**src/rtl/shift_sub_divider.sv**
```systemverilog
// Sequential restoring (shift-subtract) unsigned divider: one quotient bit per
// SHIFT/SUB(/RESTORE) pass, started by a start pulse, finished with a one-cycle done.
module shift_sub_divider #(
    parameter int WIDTH = 8
) (
    input  logic             clk,
    input  logic             rst,
    input  logic             start,
    input  logic [WIDTH-1:0] dividend,
    input  logic [WIDTH-1:0] divisor,
    output logic [WIDTH-1:0] quotient,
    output logic [WIDTH-1:0] remainder,
    output logic             busy,
    output logic             done,
    output logic             div_by_zero
);

    localparam int CW = $clog2(WIDTH + 1);

    typedef enum logic [2:0] {
        S_IDLE,
        S_SHIFT,
        S_SUB,
        S_RESTORE,
        S_DONE
    } state_t;

    state_t           r_state;
    state_t           w_state_next;
    logic [WIDTH:0]   r_a;
    logic [WIDTH:0]   w_a_next;
    logic [WIDTH-1:0] r_q;
    logic [WIDTH-1:0] w_q_next;
    logic [WIDTH-1:0] r_m;
    logic [WIDTH-1:0] w_m_next;
    logic [CW-1:0]    r_cnt;
    logic [CW-1:0]    w_cnt_next;
    logic             r_dbz;
    logic             w_dbz_next;

    logic [WIDTH:0]   w_diff;
    logic [WIDTH:0]   w_sum;

    // The extra MSB of the partial remainder acts as the sign of the trial subtraction.
    assign w_diff = r_a - {1'b0, r_m};
    assign w_sum  = r_a + {1'b0, r_m};

    always_ff @(posedge clk or posedge rst) begin
        if (rst) begin
            r_state <= S_IDLE;
            r_a     <= '0;
            r_q     <= '0;
            r_m     <= '0;
            r_cnt   <= '0;
            r_dbz   <= 1'b0;
        end else begin
            r_state <= w_state_next;
            r_a     <= w_a_next;
            r_q     <= w_q_next;
            r_m     <= w_m_next;
            r_cnt   <= w_cnt_next;
            r_dbz   <= w_dbz_next;
        end
    end

    always_comb begin
        w_state_next = r_state;
        w_a_next     = r_a;
        w_q_next     = r_q;
        w_m_next     = r_m;
        w_cnt_next   = r_cnt;
        w_dbz_next   = r_dbz;

        unique case (r_state)
            S_IDLE: begin
                if (start) begin
                    w_a_next   = '0;
                    w_q_next   = dividend;
                    w_m_next   = divisor;
                    w_cnt_next = CW'(WIDTH);
                    w_dbz_next = 1'b0;
                    if (divisor == '0) begin
                        // Divide-by-zero short-circuits straight to DONE with saturated quotient.
                        w_q_next     = '1;
                        w_a_next     = {1'b0, dividend};
                        w_dbz_next   = 1'b1;
                        w_state_next = S_DONE;
                    end else begin
                        w_state_next = S_SHIFT;
                    end
                end
            end

            S_SHIFT: begin
                {w_a_next, w_q_next} = {r_a[WIDTH-1:0], r_q, 1'b0};
                w_state_next         = S_SUB;
            end

            S_SUB: begin
                w_a_next   = w_diff;
                w_cnt_next = r_cnt - CW'(1);
                if (!w_diff[WIDTH]) begin
                    w_q_next     = {r_q[WIDTH-1:1], 1'b1};
                    w_state_next = (r_cnt == CW'(1)) ? S_DONE : S_SHIFT;
                end else begin
                    w_q_next     = {r_q[WIDTH-1:1], 1'b0};
                    w_state_next = S_RESTORE;
                end
            end

            S_RESTORE: begin
                w_a_next     = w_sum;
                w_state_next = (r_cnt == '0) ? S_DONE : S_SHIFT;
            end

            S_DONE: begin
                w_state_next = S_IDLE;
            end

            default: begin
                w_state_next = S_IDLE;
            end
        endcase
    end

    assign quotient    = r_q;
    assign remainder   = r_a[WIDTH-1:0];
    assign busy        = (r_state != S_IDLE);
    assign done        = (r_state == S_DONE);
    assign div_by_zero = r_dbz;

endmodule

```
**config.mk**
```make
export PLATFORM = sky130hd
export DESIGN_NAME = shift_sub_divider
export DESIGN_NICKNAME = d
export VERILOG_FILES = /design/src/rtl/shift_sub_divider.sv
export SDC_FILE = /design/constraint.sdc
export NUM_CORES = 1
export LEC_CHECK = 0
export BUFFER_PORTS_ARGS = -buffer_cell sky130_fd_sc_hd__buf_2
export CAP_MARGIN = 15
export CORE_UTILIZATION = 37
export DETAILED_ROUTE_END_ITERATION = 10
export SYNTH_ARGS = -nofsm -noshare
export SYNTH_HDL_FRONTEND = slang
export SYNTH_SLANG_ARGS = --single-unit
export TNS_END_PERCENT = 1
```
**constraint.sdc**
```tcl
create_clock -name clk -period 2.8 [get_ports clk]
set_input_delay 0.56 -clock clk [delete_from_list [all_inputs] [get_ports clk]]
set_output_delay 0.56 -clock clk [all_outputs]
set_load 0.02 [all_outputs]
```
==> impl_metrics.yaml, run 1 <==
die:
  rows: 29
  start_util_pct: 39.0
  floorplan.die_area_mm2: 0.00719
  placeableCoreArea_mm2: 0.00649
  chip_height_um: 84.8
  num_io_pins: 38
  die-width_um: 84.8
clock_tree:
  tritoncts_clock_tree: "done"
  cts-root-buf: "clkbuf_8"
  cts-buffers-inserted: 5
  clockBufferDepth: 2
  clock_sinks: 33
  clock_latency_ns: 0.29
  hold_buffers: 0
  clock_edge_transition_at_the_registers_on_the_reported_setup_and_hold_paths_ns: 0.08
  clock_tree.htree_level_count: 2
  post_cts_buffers: 0
  post_cts_resize_count: 0
final_layout:
  fin_nets: 368
  area_growth_from_synthesis_to_layout_pct: 11.5
  antenna_cells: 0
  drive_above_1_share_pct: 18.2
  final_core_util_pct: 43.5
synthesis:
  register_bit_count_reported_by_yosys: 33
  synth.cells.most_frequent: "33 x dfrtp_1, 31 x nor2_1, 29 x nand2_1, 23 x inv_1, 19 x ha_1"
  synth_largest_area_cell: "dfrtp_1"
  yosysWarningCount: 0
  postSynth.asyncResetShare_pct: 100
  syn_area_mm2: 0.00253
  synth_cells: 303
  yosys.cell_count.top_type: "dfrtp_1"
  synth.distinct_cells: 56
  post_synth.cell_area_avg_um2: 8.37
  synth_seq_area_share_pct: 32.6
  synth_area_leaders: "dfrtp_1 33%, ha_1 9.4%, nor2_1 4.6%"
  synthDominantCellAreaShare_pct: 32.6
  edff_count_synth: 0
  synth_ff_type: "dfrtp_1"
  syn_nets: 343
grt:
  maximum_number_of_pins_on_one_net_before_global_route_repair: 34
  grt-ovfl-total: 0
  global_route_usage_over_all_layers_pct: 20.3
  antenna_violations_before_repair: 0
  via_count_of_the_first_global_routing_pass: 2181
  grt_first_pass_wirelength_um: 11300
critical_path:
  cp-start-kind: "flop"
  arrival_ns: 2.55
  path_class: "reg2reg"
  crit_path_max_fanout: 7
  timing.critical_path.to_type: "flop"
  required_ns: 2.94
placement:
  globalplace.congestion: 0.832
  dp_hpwl_um: 4960
  port_buffers: 37
sta:
  final_sum_of_negative_setup_slack_ns: 0
  setup_repair_after_global_routing_missed_its_margin: "false"
  fmax_ghz: 0.414
  finalWorstPathRequiredPeriod_ns: 2.42
  timing.final.crit_share_pct: 86.3
  relSlewSlack_pct: 47.2
  fin_worst_hold_slack_ns: 0.352
  count_of_final_max_slew_check_failures: 0
  fin_skew_ns: 0.0104
  setup_violations: 0
  finalHoldViolCount: 0
  max_slew.worst_pin.slew_ns: 0.792
pwr:
  power-per-cell-area_mw_per_mm2: 1480
  total_power_mw: 4.19
  cellLeakagePower_nw: 1.28
  peakVddDrop_mv: 0.409
routing:
  vias_per_cell: 5.69
  postRouteWirelength_um: 6650
  route.antenna.remaining_nets: 0
  routed-via-count: 2311
  drt_first_pass_iters: 8
  detail_route.drc_violations: 3
  drtIter0Drc: 174
  wl_per_cell_um: 16.4
outcome:
  failed_checks: "design-rule violations"
  outcome: "finished with violations"
min_path:
  worstHoldPathType: "in2async"
job:
  cap_viol_max_count: 0
==> layer usage <==
layer	vias up	track usage, %	share of wire [%]	routed length (um)
met4	0	6.78	1.7	112
met5	-	0	0	0
li1	1119	-	-	-
met3	8	3.54	4.3	289
met1	1126	28.4	47	3110
met2	58	31.8	47	3140
==> placed cells by master, fill, tap and decap left out, drive strengths merged, types with 10 or more instances in the layout <==
master  instances
o22ai          10
a21oi          18
buf            40
dfrtp          33
ha             19
o21ai          17
a31oi          14
nor2           35
nand2          29
inv            23
==> worst max-delay path: stages, from the launching register on <==
cell	delay (ns)
dfrtp_1	0.50
inv_1	0.11
fa_1	0.51
o21bai_4	0.15
a211oi_1	0.11
or4_1	0.41
a31oi_1	0.21
xnor2_1	0.14
o221ai_1	0.13
==> worst paths after layout <==
path | startpoint | end | slack (ns) | cells past startpoint
max | r_a[1]$_DFFE_PP0P_ | r_a[8]$_DFFE_PP0P_ | 0.38 | 8
min | rst | r_a[1]$_DFFE_PP0P_ | 0.35 | 3
max reg2reg | r_a[1]$_DFFE_PP0P_ | r_a[8]$_DFFE_PP0P_ | 0.38 | 8
min reg2reg | r_cnt[3]$_DFFE_PP0P_ | r_cnt[3]$_DFFE_PP0P_ | 0.47 | 1
max in group asynchronous | rst | r_m[4]$_DFFE_PP0P_ | 2.12 | 3
min in group clk | r_cnt[3]$_DFFE_PP0P_ | r_cnt[3]$_DFFE_PP0P_ | 0.47 | 1
==> through the flow <==
step / instances / instance area (um^2) / worst slack [ns]
after floorplan: 303 / 2530 / 0.608
after global placement: 398 / 2710 / 0.447
after detailed placement: 398 / 2710 / 0.383
after CTS: 406 / 2830 / 0.360
after global routing: 406 / 2830 / 0.148
final: 406 / 2830 / 0.384
==> final cells by class <==
| class | count | area [um^2] |
|---|---|---|
| Multi-Input combinational cell | 225 | 1490 |
| Clock inverter | 1 | 30.0 |
| Sequential cell | 33 | 826 |
| Timing Repair Buffer | 40 | 208 |
| Tap cell | 77 | 96.3 |
| Clock buffer | 7 | 86.3 |
| Fill cell | 670 | 3670 |
| Inverter | 23 | 86.3 |
==> kinds of logic (layout without fill, tap and decap cells) <==
kind of cell    count (synthesis)  in the layout  synth area share (%)
compound gates                 92             92                  24.3
xor+xnor                        9              9                  3.11
simple gates                  100            100                  19.2
buf+inv                        45             71                  8.54
fa+ha+maj                      21             21                  11.0
flops                          33             33                  32.6
mux                             3              3                  1.28
==> sequential cells by signal, indices dropped and copies added, names as in the netlist <==
register and cells:
r_a 9, quotient 8, r_m 8, r_cnt 4
r_state 3, div_by_zero 1
==> report_power, final <==
part	internal [mW]	switching (mW)	total, mW
sequential	0.711	0.317	1.03
clock	0.290	0.189	0.480
combinational	1.11	1.58	2.69
total	2.11	2.09	4.19
No activity file was read; power rests on OpenSTA's default activity.
==> inputs of run 2 (changes only) <==
--- a/config.mk
+++ b/config.mk
@@ -5,10 +5,12 @@
 export SDC_FILE = /design/constraint.sdc
 export NUM_CORES = 1
 export LEC_CHECK = 0
+export ABC_AREA = 1
 export BUFFER_PORTS_ARGS = -buffer_cell sky130_fd_sc_hd__buf_2
 export CAP_MARGIN = 15
-export CORE_UTILIZATION = 37
+export CORE_UTILIZATION = 35
 export DETAILED_ROUTE_END_ITERATION = 10
+export PLACE_DENSITY = 0.55
 export SYNTH_ARGS = -nofsm -noshare
 export SYNTH_HDL_FRONTEND = slang
 export SYNTH_SLANG_ARGS = --single-unit
==> impl_metrics.yaml, run 2 <==
pwr:
  peakVddDrop_mv: 0.576
  cellLeakagePower_nw: 1.52
  total_power_mw: 3.96
  power-per-cell-area_mw_per_mm2: 1370
sta:
  final_sum_of_negative_setup_slack_ns: 0
  setup_repair_after_global_routing_missed_its_margin: "false"
  finalHoldViolCount: 0
  setup_ws_ns: 0.805
  fmax_ghz: 0.501
  max_slew.worst_pin.slew_ns: 0.583
  fin_worst_hold_slack_ns: 0.368
  setup_violations: 0
  finalWorstPathRequiredPeriod_ns: 2.00
  fin_skew_ns: 0.00951
  relSlewSlack_pct: 61.1
  timing.final.crit_share_pct: 71.3
  count_of_final_max_slew_check_failures: 0
grt:
  grt_first_pass_wirelength_um: 11600
  maximum_number_of_pins_on_one_net_before_global_route_repair: 34
  via_count_of_the_first_global_routing_pass: 2371
  grt-ovfl-total: 0
  antenna_violations_before_repair: 0
  global_route_usage_over_all_layers_pct: 19.7
critical_path:
  r2r-start: "r_a[0]$_DFFE_PP0P_"
  arrival_ns: 2.13
  cp-start-kind: "flop"
  crit_path_max_fanout: 4
  required_ns: 2.93
  worst_r2r_path_depth: 12
  reg2reg_setup_slack_ns: 0.80
  worstReg2RegEnd: "r_state[2]$_DFFE_PP0N_"
  path_class: "reg2reg"
  timing.critical_path.to_type: "flop"
clock_tree:
  cts-buffers-inserted: 5
  clock_latency_ns: 0.28
  clock_edge_transition_at_the_registers_on_the_reported_setup_and_hold_paths_ns: 0.08
  hold_buffers: 0
  clock_sinks: 33
  post_cts_resize_count: 0
  tritoncts_clock_tree: "done"
  post_cts_buffers: 0
  cts-root-buf: "clkbuf_8"
  clockBufferDepth: 2
  clock_tree.htree_level_count: 2
die:
  die-width_um: 87.8
  floorplan.die_area_mm2: 0.00771
  chip_height_um: 87.8
  placeableCoreArea_mm2: 0.00694
  num_io_pins: 38
  start_util_pct: 37.1
  rows: 30
placement:
  post_dp_cell_area_mm2: 0.00279
  dp_hpwl_um: 5360
  port_buffers: 37
  globalplace.congestion: 0.846
  pre_cts_ws_ns: 0.815
final_layout:
  finish.instance_area_mm2: 0.00289
  layout_common_cells: "92 x nand2_1, 49 x inv_1, 39 x nand3_1, 37 x buf_2, 33 x dfrtp_1"
  area_growth_from_synthesis_to_layout_pct: 12.0
  antenna_cells: 0
  mostFrequentLayoutCell: "nand2_1"
  largest_reg_flops: 9
  registers.top_by_ff_count: "r_a"
  n_fill_cell: 745
  fin_nets: 432
  drive_above_1_share_pct: 16.5
  final-seq-area_um2: 826
  area_taken_by_multi_input_logic_gates_mm2: 0.00143
synthesis:
  yosys.cell_count.top_type: "nand2_1"
  register_bit_count_reported_by_yosys: 33
  synth_cells: 362
  synthDominantCellAreaShare_pct: 32.0
  syn_nets: 402
  yosysWarningCount: 0
  synth_largest_area_cell: "dfrtp_1"
  synth_ff_type: "dfrtp_1"
  postSynth.asyncResetShare_pct: 100
  post_synth.cell_area_avg_um2: 7.12
  synth_seq_area_share_pct: 32.0
  syn_area_mm2: 0.00258
  synth_area_leaders: "dfrtp_1 32%, nand2_1 13%, ha_1 9.2%"
  synth.cells.most_frequent: "92 x nand2_1, 49 x inv_1, 39 x nand3_1, 33 x dfrtp_1, 25 x o21ai_0"
  edff_count_synth: 0
  synth.distinct_cells: 37
routing:
  wl_per_cell_um: 14.1
  postRouteWirelength_um: 6870
  detail_route.drc_violations: 0
  drtIter0Drc: 152
  drt_first_pass_iters: 4
  routed-via-count: 2407
  vias_per_cell: 4.92
  route.antenna.remaining_nets: 0
job:
  cap_viol_max_count: 0
min_path:
  worstHoldPathType: "in2async"
outcome:
  outcome: "complete, no violations"
==> run 2: report_power, final <==
part / internal [mW] / switching [mW]
clock network: 0.222 / 0.177
logic: 0.914 / 1.71
registers: 0.710 / 0.226
total: 1.85 / 2.12
==> run 2: how the worst max path moves through the flow <==
stage / startpoint / endpoint / depth (start not counted)
2_1_floorplan: r_a[0]$_DFFE_PP0P_ / r_a[2]$_DFFE_PP0P_ / 7
3_3_place_gp: r_a[0]$_DFFE_PP0P_ / r_state[2]$_DFFE_PP0N_ / 12
3_5_place_dp: r_a[0]$_DFFE_PP0P_ / r_state[2]$_DFFE_PP0N_ / 12
4_1_cts: r_a[0]$_DFFE_PP0P_ / r_state[2]$_DFFE_PP0N_ / 12
5_1_grt: r_a[0]$_DFFE_PP0P_ / r_state[2]$_DFFE_PP0N_ / 12
6_report: r_a[0]$_DFFE_PP0P_ / r_state[2]$_DFFE_PP0N_ / 12
==> run 2: cells by family after synthesis <==
group,share of synthesized area (%)
AOI/OAI and AO/OA,15.7
xor gates and xnor gates,0.340
adders and majority gates,10.8
buffers and inverters,12.5
DFF,32.0
and+or+nand+nor,28.6
==> run 2: metal layers <==
| metal | global-route usage [%] | vias to the layer above | wire length [um] |
|---|---|---|---|
| met3 | 3.02 | 6 | 296 |
| met5 | 0 | - | 0 |
| li1 | - | 1234 | - |
| met2 | 32.9 | 65 | 3180 |
| met1 | 26.2 | 1102 | 3310 |
| met4 | 6.11 | 0 | 89 |
==> run 2: cell type report <==
type                       count  area share [%]
clock buffer                   7            3.34
clock inverter                 1           0.173
inverter                      55            7.28
multi-input combinational    258            49.5
sequential                    33            28.6
tap                           96            4.16
timing repair buffer          39            6.94
==> run 2: stage by stage <==
stage	instances	util (%)
floorplan	362	-
global placement	481	40.1
detailed placement	481	40.1
CTS	489	41.6
global route	489	41.6
finish	489	41.6
==> run 2: worst max-delay path: stages (launching register included) <==
cell	delay [ns]
dfrtp_1	0.42
inv_1	0.09
ha_1	0.15
inv_1	0.07
fa_1	0.38
nand2_1	0.10
nand2_1	0.13
nand4_2	0.12
nand2_1	0.08
nand2_1	0.09
nand2_1	0.08
nand3_1	0.07
a21oi_1	0.07
